===== config.mk =====
export PLATFORM = sky130hd
export DESIGN_NAME = vga_timing_gen
export DESIGN_NICKNAME = d
export VERILOG_FILES = /design/src/rtl/vga_timing_pkg.sv /design/src/rtl/sync_delay_line.sv /design/src/rtl/vga_timing_gen.sv
export SDC_FILE = /design/constraint.sdc
export NUM_CORES = 1
export LEC_CHECK = 0
export CAP_MARGIN = 20
export CELL_PAD_IN_SITES_DETAIL_PLACEMENT = 1
export CELL_PAD_IN_SITES_GLOBAL_PLACEMENT = 1
export CORE_UTILIZATION = 38
export CTS_BUF_LIST = sky130_fd_sc_hd__clkbuf_8
export DETAILED_ROUTE_END_ITERATION = 7
export PLACE_DENSITY = 0.85
export SYNTH_ARGS = -nofsm -noshare
export SYNTH_HDL_FRONTEND = slang
export SYNTH_SLANG_ARGS = --single-unit

===== constraint.sdc =====
create_clock -name clk -period 2.3 [get_ports clk]
set_input_delay 0.345 -clock clk [delete_from_list [all_inputs] [get_ports clk]]
set_output_delay 0.345 -clock clk [all_outputs]
set_load 0.005 [all_outputs]

===== src/rtl/vga_timing_pkg.sv =====
// rtl/vga_timing_pkg.sv - shared 640x480@60 raster constants and sync bundle type
package vga_timing_pkg;

  localparam int unsigned CNT_W = 10;

  localparam int unsigned H_ACTIVE_DEF = 640;
  localparam int unsigned H_FP_DEF     = 16;
  localparam int unsigned H_SYNC_DEF   = 96;
  localparam int unsigned H_BP_DEF     = 48;
  localparam int unsigned V_ACTIVE_DEF = 480;
  localparam int unsigned V_FP_DEF     = 10;
  localparam int unsigned V_SYNC_DEF   = 2;
  localparam int unsigned V_BP_DEF     = 33;

  function automatic int unsigned axis_total(input int unsigned active, input int unsigned fp,
                                             input int unsigned sync, input int unsigned bp);
    return active + fp + sync + bp;
  endfunction

  localparam int unsigned H_TOTAL_DEF = axis_total(H_ACTIVE_DEF, H_FP_DEF, H_SYNC_DEF, H_BP_DEF);
  localparam int unsigned V_TOTAL_DEF = axis_total(V_ACTIVE_DEF, V_FP_DEF, V_SYNC_DEF, V_BP_DEF);

  typedef struct packed {
    logic hsync;
    logic vsync;
    logic video_on;
  } sync_bits_t;

  // Blanking-interval values: syncs deasserted, video off.
  localparam sync_bits_t SYNC_IDLE = '{hsync: 1'b1, vsync: 1'b1, video_on: 1'b0};

endpackage


===== src/rtl/sync_delay_line.sv =====
// rtl/sync_delay_line.sv - enable-gated shift register; depth 0 is a pass-through
module sync_delay_line #(
  parameter int unsigned       WIDTH     = 3,
  parameter int unsigned       DEPTH     = 2,
  parameter logic [WIDTH-1:0]  RESET_VAL = '0
) (
  input  logic             clk_i,
  input  logic             rst_ni,
  input  logic             shift_en_i,
  input  logic [WIDTH-1:0] data_i,
  output logic [WIDTH-1:0] data_o
);

  if (DEPTH == 0) begin : g_bypass
    logic unused_ok;
    assign unused_ok = ^{clk_i, rst_ni, shift_en_i};
    assign data_o    = data_i;
  end else begin : g_pipe
    logic [WIDTH-1:0] stage_q [DEPTH];

    always_ff @(posedge clk_i or negedge rst_ni) begin
      if (!rst_ni) begin
        for (int i = 0; i < int'(DEPTH); i++) stage_q[i] <= RESET_VAL;
      end else if (shift_en_i) begin
        stage_q[0] <= data_i;
        for (int i = 1; i < int'(DEPTH); i++) stage_q[i] <= stage_q[i-1];
      end
    end

    assign data_o = stage_q[DEPTH-1];
  end

endmodule


===== src/rtl/vga_timing_gen.sv =====
// rtl/vga_timing_gen.sv - pixel divider, raster counters and registered sync/video decode
module vga_timing_gen
  import vga_timing_pkg::*;
#(
  parameter int unsigned H_ACTIVE   = H_ACTIVE_DEF,
  parameter int unsigned H_FP       = H_FP_DEF,
  parameter int unsigned H_SYNC     = H_SYNC_DEF,
  parameter int unsigned H_BP       = H_BP_DEF,
  parameter int unsigned V_ACTIVE   = V_ACTIVE_DEF,
  parameter int unsigned V_FP       = V_FP_DEF,
  parameter int unsigned V_SYNC     = V_SYNC_DEF,
  parameter int unsigned V_BP       = V_BP_DEF,
  parameter int unsigned CLK_DIV    = 2,
  parameter int unsigned SYNC_DELAY = 2
) (
  input  logic             clk,
  input  logic             rst_n,
  output logic             pixel_tick,
  output logic [CNT_W-1:0] pixel_x,
  output logic [CNT_W-1:0] pixel_y,
  output logic             video_on,
  output logic             hsync,
  output logic             vsync,
  output logic             frame_start,
  output logic             hsync_d,
  output logic             vsync_d,
  output logic             video_on_d
);

  localparam int unsigned H_TOTAL = axis_total(H_ACTIVE, H_FP, H_SYNC, H_BP);
  localparam int unsigned V_TOTAL = axis_total(V_ACTIVE, V_FP, V_SYNC, V_BP);
  localparam int unsigned DIV_W   = (CLK_DIV > 1) ? $clog2(CLK_DIV) : 1;

  if (H_TOTAL > (1 << CNT_W) || V_TOTAL > (1 << CNT_W) || CLK_DIV == 0) begin : g_param_check
    $fatal(1, "vga_timing_gen: raster totals must fit %0d-bit counters and CLK_DIV must be >= 1",
           CNT_W);
  end

  localparam logic [DIV_W-1:0] DIV_LAST = DIV_W'(CLK_DIV - 1);
  localparam logic [CNT_W-1:0] H_LAST   = CNT_W'(H_TOTAL - 1);
  localparam logic [CNT_W-1:0] V_LAST   = CNT_W'(V_TOTAL - 1);

  // Decode bounds carry one spare bit so a 1024-wide axis compares correctly.
  localparam logic [CNT_W:0] H_ACT_LIM = (CNT_W+1)'(H_ACTIVE);
  localparam logic [CNT_W:0] HS_BEG    = (CNT_W+1)'(H_ACTIVE + H_FP);
  localparam logic [CNT_W:0] HS_END    = (CNT_W+1)'(H_ACTIVE + H_FP + H_SYNC);
  localparam logic [CNT_W:0] V_ACT_LIM = (CNT_W+1)'(V_ACTIVE);
  localparam logic [CNT_W:0] VS_BEG    = (CNT_W+1)'(V_ACTIVE + V_FP);
  localparam logic [CNT_W:0] VS_END    = (CNT_W+1)'(V_ACTIVE + V_FP + V_SYNC);

  logic [DIV_W-1:0] div_q, div_d;
  logic [CNT_W-1:0] x_q, x_d, y_q, y_d;
  logic             tick_q, tick_d;
  logic             hs_q, hs_d, vs_q, vs_d, vid_q, vid_d, fs_q, fs_d;
  logic [CNT_W:0]   x_ext, y_ext;

  always_comb begin
    tick_d = (div_q == DIV_LAST);
    div_d  = tick_d ? '0 : div_q + 1'b1;
    x_d    = x_q;
    y_d    = y_q;
    if (tick_d) begin
      if (x_q == H_LAST) begin
        x_d = '0;
        y_d = (y_q == V_LAST) ? '0 : y_q + 1'b1;
      end else begin
        x_d = x_q + 1'b1;
      end
    end
    // Decode from the next position so flags land on the same edge as the counters.
    x_ext = {1'b0, x_d};
    y_ext = {1'b0, y_d};
    hs_d  = !((x_ext >= HS_BEG) && (x_ext < HS_END));
    vs_d  = !((y_ext >= VS_BEG) && (y_ext < VS_END));
    vid_d = (x_ext < H_ACT_LIM) && (y_ext < V_ACT_LIM);
    fs_d  = tick_d && (x_q == H_LAST) && (y_q == V_LAST);
  end

  always_ff @(posedge clk or negedge rst_n) begin
    if (!rst_n) begin
      div_q  <= '0;
      x_q    <= H_LAST;
      y_q    <= V_LAST;
      tick_q <= 1'b0;
      hs_q   <= SYNC_IDLE.hsync;
      vs_q   <= SYNC_IDLE.vsync;
      vid_q  <= SYNC_IDLE.video_on;
      fs_q   <= 1'b0;
    end else begin
      div_q  <= div_d;
      x_q    <= x_d;
      y_q    <= y_d;
      tick_q <= tick_d;
      hs_q   <= hs_d;
      vs_q   <= vs_d;
      vid_q  <= vid_d;
      fs_q   <= fs_d;
    end
  end

  sync_bits_t sync_now, sync_late;
  assign sync_now = '{hsync: hs_q, vsync: vs_q, video_on: vid_q};

  // Shifting on the same edge that advances the counters keeps the lag an exact tick count.
  sync_delay_line #(
    .WIDTH     ($bits(sync_bits_t)),
    .DEPTH     (SYNC_DELAY),
    .RESET_VAL (SYNC_IDLE)
  ) u_sync_delay (
    .clk_i      (clk),
    .rst_ni     (rst_n),
    .shift_en_i (tick_d),
    .data_i     (sync_now),
    .data_o     (sync_late)
  );

  assign pixel_tick  = tick_q;
  assign pixel_x     = x_q;
  assign pixel_y     = y_q;
  assign hsync       = hs_q;
  assign vsync       = vs_q;
  assign video_on    = vid_q;
  assign frame_start = fs_q;
  assign hsync_d     = sync_late.hsync;
  assign vsync_d     = sync_late.vsync;
  assign video_on_d  = sync_late.video_on;

endmodule


; After elaboration in Yosys (flattened, before gate mapping)
; Index checks and enable logic that the tools add are counted.
[totals]
regBits = 32
input_bits = 2
output_inout_bits = 28
word_cells = 34
[classes]
addsub = 3
order_cmp = 6
n_eq_ne = 2
n_mux = 6
reduce_logical = 7
[ops]
columns = operator, count
row1 = $mux W10, 5
row2 = $add A10 B1 Y10 const B, 2
row3 = $eq A10 B10 Y1 const B, 2
row4 = $lt A10 B10 Y1 const B, 2
row5 = $lt A10 B9 Y1 const B, 2
row6 = $ge A10 B10 Y1 const B, 1
row7 = $ge A10 B9 Y1 const B, 1
row8 = $logic_and A1 B1 Y1, 5
row9 = $logic_not A1 Y1, 2
row10 = $add A1 B1 Y1 const B, 1
row11 = $mux W1, 1

; Depth between registers and ports, before layout
; Gate-level depths: netlist (run 1).
[depth]
word_depth = 7
ltp_mapped = 8
ltp_nobuf = 8

; Modules after synthesis
; A second synthesis (run 1) with hierarchy kept.
[hier_totals]
cells_unflattened = 158
hier_area_um2 = 1715.4
[modules_own_cells]
columns = mod, instances, cells_per_inst, area_each_um2, seq_area_each_um2
row1 = vga_timing_gen, 1, 142, 1436.4, 665.6
row2 = sync_delay_line, 1, 16, 279.0, 155.1

; Worst setup path before layout (run 1)
; Ideal clock, no wire load.
[synth_path]
path_kind = reg2reg
start = register x_q[0] (netlist: pixel_x[0])
end = register vid_q (netlist: video_on)
setup_ns = 0.094
arrival_time_ns = 2.172
t_required_ns = 2.206
path_slack_ns = 0.035
path_stages_with_launch = 9
path_buffers = 1
synth_period_minus_slack_ns = 2.265
cell_sequence = dfstp_2 > ha_1 > and4_1 > buf_4 > nand3_4 > or4_4 > xnor2_2 > and4b_1 > a211oi_1
[synth_between]
elab_chain_len = 5
elab_cells_between_ends = 9
cone_classes = 1 x add/sub / 2 x order compare / 1 x eq/ne / 4 x mux / 1 x reduce/logical
[synth_lines]
columns = item, line_no
row1 = start: declaration, vga_timing_gen.sv:52  ; logic [CNT_W-1:0] x_q, x_d, y_q, y_d;
row2 = start signal: assignment, vga_timing_gen.sv:82  ; x_q <= H_LAST;
row3 = start signal: assignment, vga_timing_gen.sv:91  ; x_q <= x_d;
row4 = $eq A10 B10 Y1, vga_timing_gen.sv:63  ; if (x_q == H_LAST) begin
row5 = $mux W10, vga_timing_gen.sv:63
row6 = $mux W10, vga_timing_gen.sv:62  ; if (tick_d) begin
row7 = named net y_d[7], vga_timing_gen.sv:52
row8 = $lt A10 B9 Y1, vga_timing_gen.sv:75  ; vid_d = (x_ext < H_ACT_LIM) && (y_ext < V_ACT_LIM);
row9 = $logic_and A1 B1 Y1, vga_timing_gen.sv:75
row10 = named net vid_d, vga_timing_gen.sv:54  ; logic hs_q, hs_d, vs_q, vs_d, vid_q, vid_d, fs_q, fs_d;
row11 = end signal: assignment, vga_timing_gen.sv:87  ; vid_q <= SYNC_IDLE.video_on;
row12 = end signal: assignment, vga_timing_gen.sv:96  ; vid_q <= vid_d;
row13 = end: declaration, vga_timing_gen.sv:54
; The timed path passes the listed nets, and every way through them passes these cells.
; A chain may end at the register's enable or synchronous reset.

; Worst setup path after layout (run 1)
; Ends and elaborated chain as after synthesis.

==> results.sh, run 1 <==
export IMPL_arrival_ns=2.38
export IMPL_dp_cells=238
export IMPL_dp_slack_ns=0.0420
export IMPL_synthCells=154
export IMPL_maxCapViolations=0
export IMPL_post_synth_instance_area_um2=1650
export IMPL_finalWeightedCongestion=0.843
export IMPL_maxSlewViolCount=0
export IMPL_htreeDepth=2
export IMPL_swShare_pct=20.3
export IMPL_core_um2=4090
export IMPL_hold_buffers=0
export IMPL_setup_viol=0
export IMPL_slowest_stage="dfstp_2"
export IMPL_grt_ovfl_total=0
export IMPL_wirelength_um=4270
export IMPL_initial_utilization_pct=40.3
export IMPL_clkLatencyLatePin_ns=0.28
export IMPL_critPathMaxFanout=3
export IMPL_boundaryPins=30
export IMPL_slew_headroom_pct=68.6
export IMPL_path_buf_inv=0
export IMPL_cts_tree="yes"
export IMPL_hp_class="in2async"
export IMPL_ys_ff_latch=32
export IMPL_numCtsBuffers=5
export IMPL_first_pass_iters=4
export IMPL_clock_sinks=32
export IMPL_worst_pin_slew_ns=0.459
export IMPL_peakVddDrop_v=0.000219
export IMPL_synth_top_cell_by_area="dfstp_2"
export IMPL_max_stage_delay_ns=0.55
export IMPL_finalNetCount=200
export IMPL_placed_area_um2=2050
export IMPL_critPathTopFamily="simple AND/OR/NAND/NOR gates"
export IMPL_viasPerCell=5.52
export IMPL_clk_pin_slew_ns=0.06
export IMPL_cellLeakagePower_nw=0.886
export IMPL_yosys_area_top_type_share_pct=25.5
export IMPL_end_kind="register"
export IMPL_post_cts_setup_buffers=0
export IMPL_yosys_top_cells_count="dfrtp_1, dfstp_2, nand2_1"
export IMPL_area_growth_synth_to_final_pct=31.6
export IMPL_path_class="reg2reg"
export IMPL_fin_util_pct=53.1
export IMPL_first_iter_violations=88
export IMPL_drc_errors=0
export IMPL_first_global_vias=1430
export IMPL_clock_path_buffers=2
export IMPL_synth_flop_cell="dfstp_2"
export IMPL_power_switching_w=0.000213
export IMPL_synth_edf_count=0
export IMPL_fin_crit_ns=2.19
export IMPL_portBuffers=29
export IMPL_num_fill_cells=465
export IMPL_fin_crit_sh_pct=95.0
export IMPL_seq_area_frac_synth_pct=49.8
export IMPL_worst_path_stages=7
export IMPL_required_ns=2.49
export IMPL_grt_usage_pct=21.7
export IMPL_hpwl_um=3050
export IMPL_cp_start_kind="register"
export IMPL_p_int_w=0.000835
export IMPL_cp_cell_sequence="ha_4, and4_4, nand3_4, or4_4, xnor2_2, and4b_1, a211oi_1"
export IMPL_fin_tns_setup_ns=0
export IMPL_skew_ns=0.00249
export IMPL_dieArea_um2=4600
export IMPL_final_hold_violation_count=0
export IMPL_comb_power_share_pct=1.2
export IMPL_die_height_um=67.9
export IMPL_antenna_found_initial=0
export IMPL_final_layout_size_suffix_gt1_share_pct=28.1
export IMPL_fin_area_um2=2170
export IMPL_cts_root_buf="clkbuf_8"
export IMPL_clkPwrFrac_pct=44.9
export IMPL_p_seq_share_pct=53.8
export IMPL_fin_cells=246
export IMPL_synth_cell_types=44
export IMPL_synthArstFlopShare_pct=100
export IMPL_seq_area_um2=821
export IMPL_rows=23
export IMPL_status="finished clean"
export IMPL_syn_avg_cell_area_um2=10.7
export IMPL_r2r_cells=7
export IMPL_antenna_cells=0
export IMPL_synth_top_cells_by_area="dfstp_2, dfrtp_1, xnor2_1, mux2_2, nand2_1"
export IMPL_die_w_um=67.9
export IMPL_vias=1358
export IMPL_power_density_nw_per_um2=483
export IMPL_ant_nets=0
export IMPL_grt_max_degree=33
export IMPL_grt_first_pass_wirelength_um=7160
export IMPL_clock_fmax_mhz=458
export IMPL_synth_fp_nets=159
export IMPL_rsz0062_at_grt="no"
export IMPL_multi_input_area_um2=767
export IMPL_setup_ws_ns=0.114
export IMPL_post_drt_wl_per_cell_um=17.4
export IMPL_yosysWarnings=0
==> layout make-up <==
cell class	count	area share, %
timing repair buffer	42	17.9
clock buffer	7	4.44
inverter	8	1.38
clock inverter	1	0.173
sequential	32	37.9
tap	50	2.89
multi-input combinational	106	35.4
==> state kept, by name, summed over array words and instances (netlist names), 3 cells and up <==
| name | count |
|---|---|
| pixel_x | 10 |
| pixel_y | 10 |
| u_sync_delay.data_o | 3 |
| u_sync_delay.g_pipe.stage_q | 3 |
==> cell families (layout without fill, tap and decap cells) <==
| kind of cell | count (synthesis) | count (layout) | synth area share [%] |
|---|---|---|---|
| and+or+nand+nor | 60 | 60 | 22.5 |
| muxes | 7 | 7 | 4.71 |
| DFF | 32 | 32 | 49.8 |
| AOI/OAI and AO/OA | 23 | 23 | 8.73 |
| buffers and inverters | 16 | 58 | 4.63 |
| adders and majority gates | 3 | 3 | 2.28 |
| xor gates and xnor gates | 13 | 13 | 7.37 |
==> per-stage QoR <==
stage	power, W	hold WS (ns)
floorplan	0.000574	0.0494
global placement	0.000587	0.487
detailed placement	0.000588	0.502
CTS	0.00106	0.473
global route	0.00108	0.511
finish	0.00105	0.464
==> cell usage in the layout (no fill, tap or decap), drive strengths merged, types with 2 or more instances in the layout <==
master         count
clkdlybuf4s50     29
and3               3
clkbuf             7
or2                2
a21o               2
nand2             14
and4               4
xor2               4
buf               13
dfstp             16
nand4              8
nor2               7
nor3               4
o21ai             10
nand4b             2
o31ai              3
dfrtp             16
mux2               6
xnor2              9
nand3              6
and4b              2
ha                 3
a21oi              2
inv                9
nand2b             3
==> what timing repair did <==
action                                  4_1_cts  5_1_grt
resized for setup                             0        6
endpoints found under the setup margin        0        2
hold endpoints to repair                      0        0
==> path summary, 6_finish.rpt <==
path                            start                             end  slack, ns
min in group clk           pixel_x[3]                      pixel_x[3]       0.51
setup / recovery           pixel_x[0]                        video_on       0.11
max in group asynchronous       rst_n  u_sync_delay.g_pipe.stage_q[4]       1.51
hold reg to reg            pixel_x[3]                      pixel_x[3]       0.51
hold / removal                  rst_n                      pixel_x[6]       0.46
setup reg to reg           pixel_x[0]                        video_on       0.11
==> power by group through the flow <==
| stage | registers [W] | clock network [W] | logic (W) |
|---|---|---|---|
| 2_1_floorplan | 0.000574 | 0 | 0.000000000320 |
| 5_1_grt | 0.000564 | 0.000502 | 0.0000156 |
| 3_3_place_gp | 0.000574 | 0 | 0.0000135 |
| 3_5_place_dp | 0.000574 | 0 | 0.0000141 |
| 4_1_cts | 0.000564 | 0.000481 | 0.0000139 |
| 6_report | 0.000564 | 0.000471 | 0.0000131 |
==> layer usage <==
metal	GRT usage, %	wire [um]	share of wire, %
met3	6.00	121	2.8
met2	35.9	2170	51
met5	0	0	0
met4	5.73	56	1.3
met1	27.7	1930	45
(Power assumes the default switching activity.)
==> inputs of run 2 (changes only) <==
- CORE_UTILIZATION: 38 -> 30
- PLACE_DENSITY: 0.85 -> 0.71
- SLEW_MARGIN: not set -> 20
==> run 2 against run 1 <==
Sequential power about the same. Design area is 1.1% higher. Critical path depth unchanged. Non-clock buffer count is 1 higher.
==> results.sh, run 2 (synthesized netlist as in run 1, its figures left out) <==
export IMPL_final_common_cell="clkdlybuf4s50_1"
export IMPL_clk_pin_slew_ns=0.07
export IMPL_rsz0062_at_grt="no"
export IMPL_viasPerCell=5.10
export IMPL_cts_root_buf="clkbuf_8"
export IMPL_p_seq_share_pct=54.3
export IMPL_hold_buffers=0
export IMPL_r2r_slack_ns=0.08
export IMPL_ant_nets=0
export IMPL_reg2reg_to="video_on"
export IMPL_critPathMaxFanout=3
export IMPL_portBuffers=29
export IMPL_path_class="reg2reg"
export IMPL_status="finished clean"
export IMPL_antenna_found_initial=0
export IMPL_maxCapViolations=0
export IMPL_fin_tns_setup_ns=0
export IMPL_boundaryPins=30
export IMPL_cp_start_kind="register"
export IMPL_finalNetCount=201
export IMPL_slew_headroom_pct=67.1
export IMPL_die_w_um=76.1
export IMPL_clock_path_buffers=2
export IMPL_peakVddDrop_v=0.000387
export IMPL_drc_errors=0
export IMPL_final_hold_violation_count=0
export IMPL_antenna_cells=0
export IMPL_final_layout_size_suffix_gt1_share_pct=29.1
export IMPL_rows=26
export IMPL_power_density_nw_per_um2=474
export IMPL_clkPwrFrac_pct=44.4
export IMPL_timing_hold_ws_ns=0.466
export IMPL_skew_ns=0.00689
export IMPL_arrival_ns=2.41
export IMPL_hp_class="in2async"
export IMPL_wirelength_um=4250
export IMPL_required_ns=2.49
export IMPL_cts_tree="yes"
export IMPL_cellLeakagePower_nw=0.885
export IMPL_busiest_layer="met2"
export IMPL_r2r_cells=7
export IMPL_worstReg2RegStart="pixel_x[0]"
export IMPL_finalWeightedCongestion=0.818
export IMPL_grtUsageMet1_pct=18.8
export IMPL_first_global_vias=1415
export IMPL_grt_max_degree=33
export IMPL_vias=1357
export IMPL_numCtsBuffers=5
export IMPL_startpoint="pixel_x[0]"
export IMPL_setup_viol=0
export IMPL_grt_usage_pct=15.7
export IMPL_first_iter_violations=39
export IMPL_htreeDepth=2
export IMPL_die_height_um=76.1
export IMPL_met2_usage_pct=27.1
export IMPL_maxSlewViolCount=0
export IMPL_area_growth_synth_to_final_pct=33.0
export IMPL_hpwl_um=3170
export IMPL_global_route_usage_met3_pct=3.59
export IMPL_layout_cells_most_common_list="clkdlybuf4s50_1, dfrtp_1, dfstp_2"
export IMPL_post_cts_setup_buffers=0
export IMPL_post_drt_wl_per_cell_um=16.0
export IMPL_core_um2=5200
export IMPL_worst_pin_slew_ns=0.489
export IMPL_dieArea_um2=5790
export IMPL_p_int_w=0.000833
export IMPL_initial_utilization_pct=31.7
export IMPL_first_pass_iters=4
export IMPL_fin_crit_ns=2.22
export IMPL_comb_power_share_pct=1.3
export IMPL_clkLatencyLatePin_ns=0.28
export IMPL_swShare_pct=19.9
export IMPL_end_kind="register"
export IMPL_fin_area_um2=2190
export IMPL_grt_ovfl_total=0
export IMPL_num_fill_cells=595
export IMPL_clock_sinks=32
export IMPL_fin_crit_sh_pct=96.6
export IMPL_placed_area_um2=2080
export IMPL_clock_fmax_mhz=450
export IMPL_grt_first_pass_wirelength_um=7120
export IMPL_power_switching_w=0.000207
run 2: cell count changes in the layout (fill, tap and decap cells not counted), sizes merged:
cell / delta
buf: +1
inv: -1
run 2: cell type report:
class | instances | area, um2 | share of cell area [%]
clock buffers | 7 | 96.3 | 4.39
inverters | 8 | 30.0 | 1.37
multi-input cells | 106 | 762 | 34.8
flip-flops and latches | 32 | 821 | 37.4
well taps | 70 | 87.6 | 4.00
repair buffers | 43 | 395 | 18.0
run 2: what timing repair did:
| action | in CTS | in global routing |
|---|---|---|
| gates cloned | 0 | 0 |
| pin swaps | 0 | 1 |
| resized for setup | 3 | 2 |
| setup endpoints to repair | 1 | 2 |
run 2: power groups by stage:
stage                     Combinational (W)  Sequential, W  Clock [W]
after floorplan              0.000000000320       0.000574          0
after global placement            0.0000135       0.000574          0
after detailed placement          0.0000146       0.000574          0
after CTS                         0.0000145       0.000564   0.000479
after global routing              0.0000159       0.000564   0.000503
final                             0.0000134       0.000564   0.000462
run 2: worst max-delay path, stage by stage (launching register included):
cell and delay (ns):
dfstp_2 0.55, ha_2 0.20, and4_4 0.26, nand3_4 0.07, or4_4 0.52, xnor2_2 0.15
and4b_1 0.22, a211oi_2 0.16
run 2: through the flow:
stage	util, %	setup slack, ns	std cells	power [W]
after floorplan	-	0.0345	154	0.000574
after global placement	40.0	0.0745	259	0.000587
after detailed placement	40.0	-0.0438	259	0.000588
after CTS	42.0	0.0142	266	0.00106
after global routing	42.1	0.000453	266	0.00108
final	42.1	0.0785	266	0.00104
run 2: per-layer routing:
layer	vias to the layer above	share of wire, %
met3	5	4.5
met5	-	0
met1	684	44
li1	632	-
met2	36	49
met4	0	1.6
run 2: how the worst max path moves through the flow:
stage	end	slack, ns	cells past startpoint
2_1_floorplan	video_on	0.03	8
3_3_place_gp	video_on	0.07	7
3_5_place_dp	video_on	-0.04	7
6_report	video_on	0.08	7
5_1_grt	video_on	0.0005	7
4_1_cts	video_on	0.01	7
